## config.mk

```make
export PLATFORM = sky130hd
export DESIGN_NAME = alu_arbiter
export DESIGN_NICKNAME = d
export VERILOG_FILES = /design/src/rtl/alu_arbiter.sv
export SDC_FILE = /design/constraint.sdc
export NUM_CORES = 1
export LEC_CHECK = 0
export CAP_MARGIN = 5
export CORE_UTILIZATION = 40
export CTS_CLUSTER_SIZE = 40
export DETAILED_ROUTE_END_ITERATION = 16
export PLACE_DENSITY = 0.82
export SLEW_MARGIN = 30
export SYNTH_ARGS = -nofsm -noshare
export SYNTH_HDL_FRONTEND = slang
export SYNTH_SLANG_ARGS = --single-unit
```

## constraint.sdc

```tcl
create_clock -name clk -period 1.6 [get_ports clk]
set_input_delay 0.24 -clock clk [delete_from_list [all_inputs] [get_ports clk]]
set_output_delay 0.24 -clock clk [all_outputs]
set_load 0.02 [all_outputs]
```

## src/rtl/alu_arbiter.sv

```systemverilog
// alu_arbiter: round-robin arbiter that shares one ALU between two requesters.
// Each accepted operation runs IDLE -> EXEC -> RESP. The ALU sees the operands
// captured at acceptance, its result is registered in EXEC, and the result is
// held in RESP until the consumer takes it.
// Ports:
//   clk, rst_n                    clock, asynchronous active-low reset
//   reqN_valid/ready/a/b/op       requester handshakes and operands (N = 0, 1)
//   alu_a, alu_b, alu_op, alu_oe  drive to the shared ALU
//   alu_y, alu_flags              ALU result {parity, overflow, gt, eq, lt}
//   rsp_valid/ready/id/y/flags    response handshake and payload
//   busy, op_count                status: not idle, completed operation count
module alu_arbiter (
    input  logic        clk,
    input  logic        rst_n,
    input  logic        req0_valid,
    output logic        req0_ready,
    input  logic [7:0]  req0_a,
    input  logic [7:0]  req0_b,
    input  logic [1:0]  req0_op,
    input  logic        req1_valid,
    output logic        req1_ready,
    input  logic [7:0]  req1_a,
    input  logic [7:0]  req1_b,
    input  logic [1:0]  req1_op,
    output logic [7:0]  alu_a,
    output logic [7:0]  alu_b,
    output logic [1:0]  alu_op,
    output logic        alu_oe,
    input  logic [7:0]  alu_y,
    input  logic [4:0]  alu_flags,
    output logic        rsp_valid,
    input  logic        rsp_ready,
    output logic        rsp_id,
    output logic [7:0]  rsp_y,
    output logic [4:0]  rsp_flags,
    output logic        busy,
    output logic [15:0] op_count
);

    localparam int unsigned CNT_W = 16;

    typedef enum logic [1:0] {
        IDLE = 2'd0,
        EXEC = 2'd1,
        RESP = 2'd2
    } state_t;

    state_t state;
    logic   last_grant;
    logic   winner;
    logic   accept;

    // Round-robin winner: a lone requester wins, a tie goes to the one not served last.
    always_comb begin
        winner = 1'b0;
        if (req0_valid && req1_valid) begin
            winner = ~last_grant;
        end else if (req1_valid) begin
            winner = 1'b1;
        end
    end

    // Readys are gated by rst_n so both stay low while reset is held.
    assign accept     = rst_n && (state == IDLE) && (req0_valid || req1_valid);
    assign req0_ready = accept && !winner;
    assign req1_ready = accept && winner;

    // State machine with registered outputs.
    always_ff @(posedge clk or negedge rst_n) begin
        if (!rst_n) begin
            state      <= IDLE;
            last_grant <= 1'b1;
            alu_a      <= 8'h00;
            alu_b      <= 8'h00;
            alu_op     <= 2'b00;
            alu_oe     <= 1'b0;
            rsp_valid  <= 1'b0;
            rsp_id     <= 1'b0;
            rsp_y      <= 8'h00;
            rsp_flags  <= 5'b00000;
            busy       <= 1'b0;
            op_count   <= '0;
        end else begin
            case (state)
                IDLE: begin
                    if (accept) begin
                        alu_a      <= winner ? req1_a  : req0_a;
                        alu_b      <= winner ? req1_b  : req0_b;
                        alu_op     <= winner ? req1_op : req0_op;
                        rsp_id     <= winner;
                        last_grant <= winner;
                        alu_oe     <= 1'b1;
                        busy       <= 1'b1;
                        state      <= EXEC;
                    end
                end
                EXEC: begin
                    rsp_y     <= alu_y;
                    rsp_flags <= alu_flags;
                    alu_oe    <= 1'b0;
                    rsp_valid <= 1'b1;
                    state     <= RESP;
                end
                RESP: begin
                    if (rsp_ready) begin
                        rsp_valid <= 1'b0;
                        busy      <= 1'b0;
                        op_count  <= op_count + CNT_W'(1);
                        state     <= IDLE;
                    end
                end
                default: begin
                    alu_oe    <= 1'b0;
                    rsp_valid <= 1'b0;
                    busy      <= 1'b0;
                    state     <= IDLE;
                end
            endcase
        end
    end

endmodule

```

; Word-level counts from Yosys, hierarchy flattened
; Index checks and enable logic that the tools add are counted.
; W data, S select, Z words.
[totals]
register_bits = 54
inputBits = 54
out_inout_bits = 53
word_cells = 48
[op_classes]
add_sub_neg = 1
eq_ne = 4
n_mux = 13
bitwise = 4
n_reduce_logical = 14
[ops]
columns = cell, count
row1 = $add A16 B1 Y16 const B, 1
row2 = $mux W8, 2
row3 = $reduce_and A2 Y1, 5
row4 = $mux W2, 3
row5 = $pmux W1 S3, 2
row6 = $pmux W2 S3, 1
row7 = $logic_and A1 B1 Y1, 5
row8 = $mux W1, 4
row9 = $ne A2 B2 Y1 const B, 2
row10 = $not A1 Y1, 4
row11 = $reduce_and A3 Y1, 1
row12 = $eq A2 B1 Y1 const B, 1
row13 = $eq A2 B2 Y1 const B, 1
row14 = $logic_not A2 Y1, 1
row15 = $pmux W1 S2, 1
row16 = $logic_not A1 Y1, 1
row17 = $logic_or A1 B1 Y1, 1

; Logic depth before layout (Yosys ltp)
; Gate-level depths: netlist of run 1.
[logic_depth]
word_depth = 5
depth_mapped = 6
depth_no_buf = 5

; Least setup slack after synthesis of run 1
; OpenSTA, ideal clock, no wires.
[synth_path]
kind = register to register
from = register op_count[4]
to = register op_count[11]
setup_ns = 0.130
t_arrival_ns = 1.298
t_required_ns = 1.470
setup_slack_ns = 0.172
path_stages_with_launch = 6
n_path_buf = 1
period_less_slack_ns = 1.428
cell_sequence = dfrtp_1 > and3_1 > and3_1 > clkbuf_1 > nand4_1 > xnor2_1
[synth_between]
elab_chain_cells = 1
[synth_lines]
columns = item, line
row1 = "start, declared", 37  ; output logic [15:0] op_count
row2 = "start signal, assigned", 108  ; op_count <= op_count + CNT_W'(1);
row3 = $add A16 B1 Y16, 108
; Every way passes these cells.
; A chain may end at the register's enable or synchronous reset.

; Worst setup path in the final report of run 1
[layout_path]
from = register op_count[8]
to = output port op_count[8]
; No word-level cell between the ends.

==> flow_summary_export.csv, run 1 <==
group,metric,value,unit
status,status,"finished, final reports clean",
floorplanning,start_util,42.4,%
yosys,netlist_instances,173,
yosys,muxShareOfSynthArea,7.14,%
yosys,ys_top_cells_by_area,"dfrtp_1 (60%), a222oi_1 (8.2%), mux2_2 (5.6%)",
job,cap_violations,0,
clocking,htreeDepth,2,
worst_hold_path,hold_path_class,"input port to async pin",
clocking,cts-root-buf,"clkbuf_8",
floorplanning,dieArea,5820,um^2
yosys,synth-seq-cells,54,
yosys,syn_area_per_cell,12.8,um^2
clocking,clock-sinks,54,
yosys,yosys_warnings,0,
finish,finalNonFillerCells,362,
sta,worstMarginPinSlew,0.660,ns
yosys,async_flop_share,100,%
sta,setup_viol,0,
critical_path,path_cells,"clkdlybuf4s50_1",
finish,drive_gt1_share,13.7,%
critical_path,cpLargestDelayFamily,"buffers and inverters",
clocking,cts_hold_buffers,0,
critical_path,critPathMaxStageDelay,0.62,ns
global_routing,grt_usage,18.5,%
yosys,syn-num-nets,228,
yosys,netlist_area,2210,um^2
sta,rsz0062_at_grt,"true",
finish,fill_cells,407,
detailed_routing,first_pass_iters,4,
global_routing,overflow,0,
critical_path,r2r_setup_slack,0.07,ns
floorplanning,fp.dieW,76.3,um
critical_path,cp_num_buf_inv,1,
detailed_routing,ant_nets,0,
clocking,clockBufferDepth,2,
yosys,synth_fa_ha_area_share,0.567,%
clocking,cts_tree,"built",
detailed_routing,finalWirelength,5.38,mm
placement,port_buffers,106,
floorplanning,io_pins,107,
critical_path,cp_max_fo,3,
power_and_ir_drop,powerDensity,1560,nW/um^2
yosys,synth-simple-area-share,9.18,%
placement,gp_congestion,0.736,
sta,max_slew_margin,56.0,%
clocking,path_clk_slew,0.10,ns
sta,fin_skew,0.0141,ns
floorplanning,fp-row-count,26,
power_and_ir_drop,ir_drop,0.898,mV
finish,layout.nets,346,
placement,dp_cells,351,
critical_path,cp-start-kind,"flop",
finish,diodes,0,
clocking,clock_latency,0.30,ns
sta,finalCritPeriodShare,97.4,%
critical_path,required,1.36,ns
placement,dpl.hpwl,3.80,mm
yosys,ys_seq_area_share,61.2,%
yosys,ys.flop_type,"dfrtp_1",
yosys,synthXorXnorAreaFrac,5.95,%
detailed_routing,vias,1824,
critical_path,r2r-end,"alu_a[4]",
clocking,cts_made_buffers,5,
finish,stdcell_area,3540,um^2
yosys,synth-edff-count,0,
finish,seq_area,1350,um^2
global_routing,grt_pass1_wl,8.74,mm
sta,max_freq,642,MHz
detailed_routing,drt-initial-drc-count,168,
power_and_ir_drop,power_leakage,1.73,nW
critical_path,r2r_start,"state[0]",
yosys,synth_largest_area_cell,"dfrtp_1",
yosys,synth_top_family_by_area,"compound AO/OA/AOI/OAI gates",
global_routing,grt_pass1_vias,1919,
detailed_routing,wl_per_cell,14.9,um
detailed_routing,post_drt_via_cell_ratio,5.04,
sta,hold_viol,0,
finish,area_growth,60.5,%
yosys,yosysUniqueCellTypes,33,
critical_path,path_class,"flop to output port",
floorplanning,core_area,5200,um^2
yosys,synth_compound_area_share,9.86,%
critical_path,critPathCaptureType,"output port",
floorplanning,fp.dieH,76.3,um
placement,place_area,3390,um^2
yosys,synth_top_area_share,60.1,%
detailed_routing,drc,0,
sta,post-route-min-period,1.56,ns
global_routing,antenna_found_initial,0,
critical_path,cpMaxStageDelayCell,"clkdlybuf4s50_1",
finish,multi_input_area,736,um^2
sta,finalMaxSlewViolations,0,
critical_path,rr_worst_depth,6,
critical_path,crit_arrival,1.32,ns
power_and_ir_drop,power.total,5.53,mW
global_routing,grt_start_max_net_pins,55,
flip-flops by register name, indices dropped and copies added (netlist names):
name,flops
state,2
rsp_id,1
rsp_flags,5
alu_b,8
rsp_valid,1
alu_oe,1
busy,1
rsp_y,8
op_count,16
alu_a,8
alu_op,2
last_grant,1
cell usage in the layout, fill, tap and decap left out, types with 2 or more instances in the layout:
master	instances
dfrtp_1	53
mux2_1	3
o21ai_0	2
a21o_1	2
dlygate4sd2_1	6
nand4_1	2
xor2_1	3
dlymetal6s2s_1	7
nand2_1	9
mux2_2	11
buf_6	3
nand4b_1	2
a222oi_1	18
and3_1	5
buf_4	12
clkbuf_8	6
inv_1	20
nand3_1	6
xnor2_1	12
nor2_1	2
clkdlybuf4s50_1	90
through the flow:
stage / hold slack [ns] / utilization (%) / setup WS, ns / setup TNS, ns
finish: 0.0992 / 68.1 / 0.0415 / 0
global route: 0.162 / 68.1 / -0.0599 / -0.280
detailed placement: 0.456 / 65.1 / -0.202 / -3.69
CTS: 0.118 / 66.9 / -0.0336 / -0.0336
floorplan: -0.0556 / - / 0.172 / 0
global placement: 0.460 / 65.1 / -0.159 / -2.62
layer usage:
layer / vias to the layer above / share of wire (%) / GRT usage [%]
met5: - / 0 / 0
li1: 850 / - / -
met1: 895 / 42 / 22.4
met2: 71 / 50 / 32.5
met3: 8 / 6.7 / 4.79
met4: 0 / 1.2 / 5.19
worst max path at each step:
stage                         endpoint  depth (start not counted)  slack [ns]   startpoint
after floorplan           op_count[11]                          5        0.17  op_count[4]
after global placement      req1_ready                          4       -0.16   req0_valid
after detailed placement      alu_a[4]                          6       -0.20   req1_valid
after CTS                     alu_a[4]                          6       -0.03     state[1]
after global routing          alu_b[1]                          6       -0.06     state[0]
final                      op_count[8]                          1        0.04  op_count[8]
logic make-up (layout without fill, tap and decap cells):
kind of cell | Yosys count | after routing
flip-flops | 54 | 54
adder cells (fa/ha/maj) | 1 | 1
buffers and inverters | 29 | 148
AND/OR/NAND/NOR | 36 | 36
multiplexers | 14 | 14
AO/OA/AOI/OAI | 24 | 24
XOR/XNOR | 15 | 15
synth_stat cells, types with 2 or more instances:
cell type / number
clkbuf_1: 4
and3_1: 5
a222oi_1: 18
nand3_1: 6
a21o_1: 2
buf_2: 2
xor2_1: 3
xnor2_1: 12
mux2_2: 11
nand2_1: 9
dfrtp_1: 53
inv_1: 20
o21ai_0: 2
nand4_1: 2
mux2_1: 3
nor2_1: 3
nand4b_1: 2
repair_timing:
action,4_1_cts,5_1_grt
setup endpoints to repair,8,31
cloned,0,2
setup buffers,1,0
pin swaps,3,7
resized for setup,15,13
power breakdown:
group	internal (mW)	switching, mW	leakage [nW]
Combinational	1.35	1.21	1.01
Clock	0.357	0.447	0.0478
Sequential	1.87	0.303	0.675
Total	3.57	1.96	1.73
layout make-up:
class                           instances  share of cell area [%]
Sequential cell                        54                    38.2
Timing Repair Buffer                  120                    33.7
Multi-Input combinational cell         90                    20.8
Tap cell                               70                    2.47
Clock buffer                            6                    2.33
Inverter                               20                    2.12
Clock inverter                          2                   0.459
Note: power is estimated with default switching activity, not from simulation.
==> inputs of run 2 (changes only) <==
--- a/config.mk
+++ b/config.mk
@@ -9,6 +9,7 @@
 export CORE_UTILIZATION = 40
 export CTS_CLUSTER_SIZE = 40
 export DETAILED_ROUTE_END_ITERATION = 16
+export MAX_ROUTING_LAYER = met4
 export PLACE_DENSITY = 0.82
 export SLEW_MARGIN = 30
 export SYNTH_ARGS = -nofsm -noshare
==> run 2 against run 1 <==
  * Combinational power is essentially flat
  * Largest power group unchanged
  * Non-clock buffer count stayed put
  * Clock-buffer cell count unchanged
  * Critical path depth unchanged
  * Register-to-register slack barely moved
  * Largest cell class unchanged
  * Sequential share of layout area unchanged
  * Clock skew down 0.0014 ns
  * Final cell count did not move
  * Sequential power is essentially flat
==> flow_summary_export.csv, run 2 (same netlist as run 1, synthesis figures left out) <==
group,metric,value,unit
critical_path,path_cells,"clkdlybuf4s50_1",
finish,diodes,0,
job,cap_violations,0,
critical_path,r2r_start,"state[0]",
finish,drive_gt1_share,13.7,%
detailed_routing,vias,1827,
sta,post-route-min-period,1.56,ns
placement,dpl.hpwl,3.80,mm
sta,finalCritPeriodShare,97.5,%
global_routing,met3_usage,3.71,%
critical_path,cpMaxStageDelayCell,"clkdlybuf4s50_1",
sta,finalMaxSlewViolations,0,
sta,max_freq,641,MHz
clocking,path_clk_slew,0.10,ns
clocking,cts-root-buf,"clkbuf_8",
critical_path,cpLargestDelayFamily,"buffers and inverters",
sta,worstMarginPinSlew,0.658,ns
power_and_ir_drop,p_sw,1.96,mW
worst_hold_path,hold_path_class,"input port to async pin",
detailed_routing,wl_per_cell,14.9,um
critical_path,required,1.36,ns
clocking,cts_hold_buffers,0,
placement,port_buffers,106,
sta,rsz0062_at_grt,"true",
critical_path,path_class,"flop to output port",
detailed_routing,ant_nets,0,
detailed_routing,finalWirelength,5.38,mm
finish,layout_commonest_cell,"clkdlybuf4s50_1",
global_routing,grt_start_max_net_pins,55,
floorplanning,fp.dieW,76.3,um
floorplanning,start_util,42.4,%
power_and_ir_drop,power_leakage,1.73,nW
sta,hold_viol,0,
critical_path,crit_arrival,1.32,ns
finish,area_growth,60.5,%
power_and_ir_drop,internal_power,3.57,mW
finish,final_cell_mix,"clkdlybuf4s50_1 (90), dfrtp_1 (53), inv_1 (20)",
floorplanning,core_area,5200,um^2
critical_path,r2r_setup_slack,0.07,ns
clocking,clock_latency,0.30,ns
power_and_ir_drop,power.total,5.53,mW
global_routing,grt_pass1_vias,1916,
power_and_ir_drop,powerDensity,1560,nW/um^2
finish,layout.nets,346,
critical_path,cp-start-kind,"flop",
placement,gp_congestion,0.745,
detailed_routing,drt-initial-drc-count,167,
clocking,cts_tree,"built",
clocking,htreeDepth,2,
clocking,cts_made_buffers,5,
critical_path,r2r-end,"alu_a[4]",
global_routing,grt_pass1_wl,8.74,mm
floorplanning,fp-row-count,26,
status,status,"finished, final reports clean",
global_routing,antenna_found_initial,0,
detailed_routing,first_pass_iters,4,
sta,setup_viol,0,
critical_path,rr_worst_depth,6,
critical_path,cp_num_buf_inv,1,
power_and_ir_drop,p_clk_share,14.5,%
detailed_routing,drc,0,
finish,stdcell_area,3540,um^2
critical_path,critPathMaxStageDelay,0.62,ns
floorplanning,dieArea,5820,um^2
global_routing,grt-busiest-layer,"met2",
global_routing,grt_use_met1,23.2,%
power_and_ir_drop,ir_drop,0.899,mV
placement,place_area,3390,um^2
clocking,clock-sinks,54,
detailed_routing,post_drt_via_cell_ratio,5.05,
floorplanning,io_pins,107,
finish,largest_reg_flops,16,
global_routing,met2_usage,32.3,%
sta,fin_skew,0.0127,ns
global_routing,overflow,0,
power_and_ir_drop,switching_share,35.4,%
clocking,clockBufferDepth,2,
sta,max_slew_margin,56.1,%
power_and_ir_drop,power_frac_seq,39.2,%
critical_path,critPathCaptureType,"output port",
global_routing,grt_usage,19.1,%
finish,top_register,"op_count",
critical_path,cp_max_fo,3,
power_and_ir_drop,combPwrFrac,46.3,%
floorplanning,fp.dieH,76.3,um
[run 2: cell counts in the layout (fill, tap and decap cells not counted)]
Identical to the previous run, type by type.
[run 2: cell type report]
cell class / count / area [um^2]
clock buffers: 6 / 82.6
clock inverters: 2 / 16.3
fillers: 407 / 1660
inverters: 20 / 75.1
multi-input cells: 90 / 736
flip-flops and latches: 54 / 1350
well taps: 70 / 87.6
repair buffers: 120 / 1190
[run 2: how the worst max path moves through the flow]
stage	slack [ns]	end	from	depth (start not counted)
2_1_floorplan	0.17	op_count[11]	op_count[4]	5
3_3_place_gp	-0.16	req1_ready	req0_valid	4
3_5_place_dp	-0.20	alu_a[4]	req1_valid	6
4_1_cts	-0.03	alu_a[4]	state[1]	6
5_1_grt	-0.06	alu_b[1]	state[0]	6
6_report	0.04	op_count[8]	op_count[8]	1
[run 2: power groups by stage]
stage | sequential [mW] | combinational (mW) | clock [mW]
after floorplan | 2.77 | 0.647 | 0
after global placement | 2.16 | 2.53 | 0
after detailed placement | 2.20 | 2.57 | 0
after CTS | 2.18 | 2.55 | 0.821
after global routing | 2.24 | 2.72 | 0.861
final | 2.17 | 2.56 | 0.803
[run 2: repair_timing]
item,in CTS,in global routing
gates cloned,0,2
hold endpoints to repair,0,0
pin swaps,3,7
gates resized for setup,15,13
buffers inserted,1,0
endpoints found under the setup margin,8,31
[run 2: stage by stage]
step	util [%]	setup slack, ns	instances	hold WS, ns	TNS [ns]
after floorplan	-	0.172	173	-0.0556	0
after global placement	65.1	-0.159	351	0.460	-2.62
after detailed placement	65.1	-0.202	351	0.456	-3.69
after CTS	66.9	-0.0336	360	0.118	-0.0336
after global routing	68.1	-0.0599	362	0.164	-0.280
final	68.1	0.0405	362	0.0975	0
[run 2: per-layer routing]
layer  wire [um]  vias up
met2        2680       71
met3         301        8
met1        2330      898
li1            -      850
met4          64        0
met5           0        -
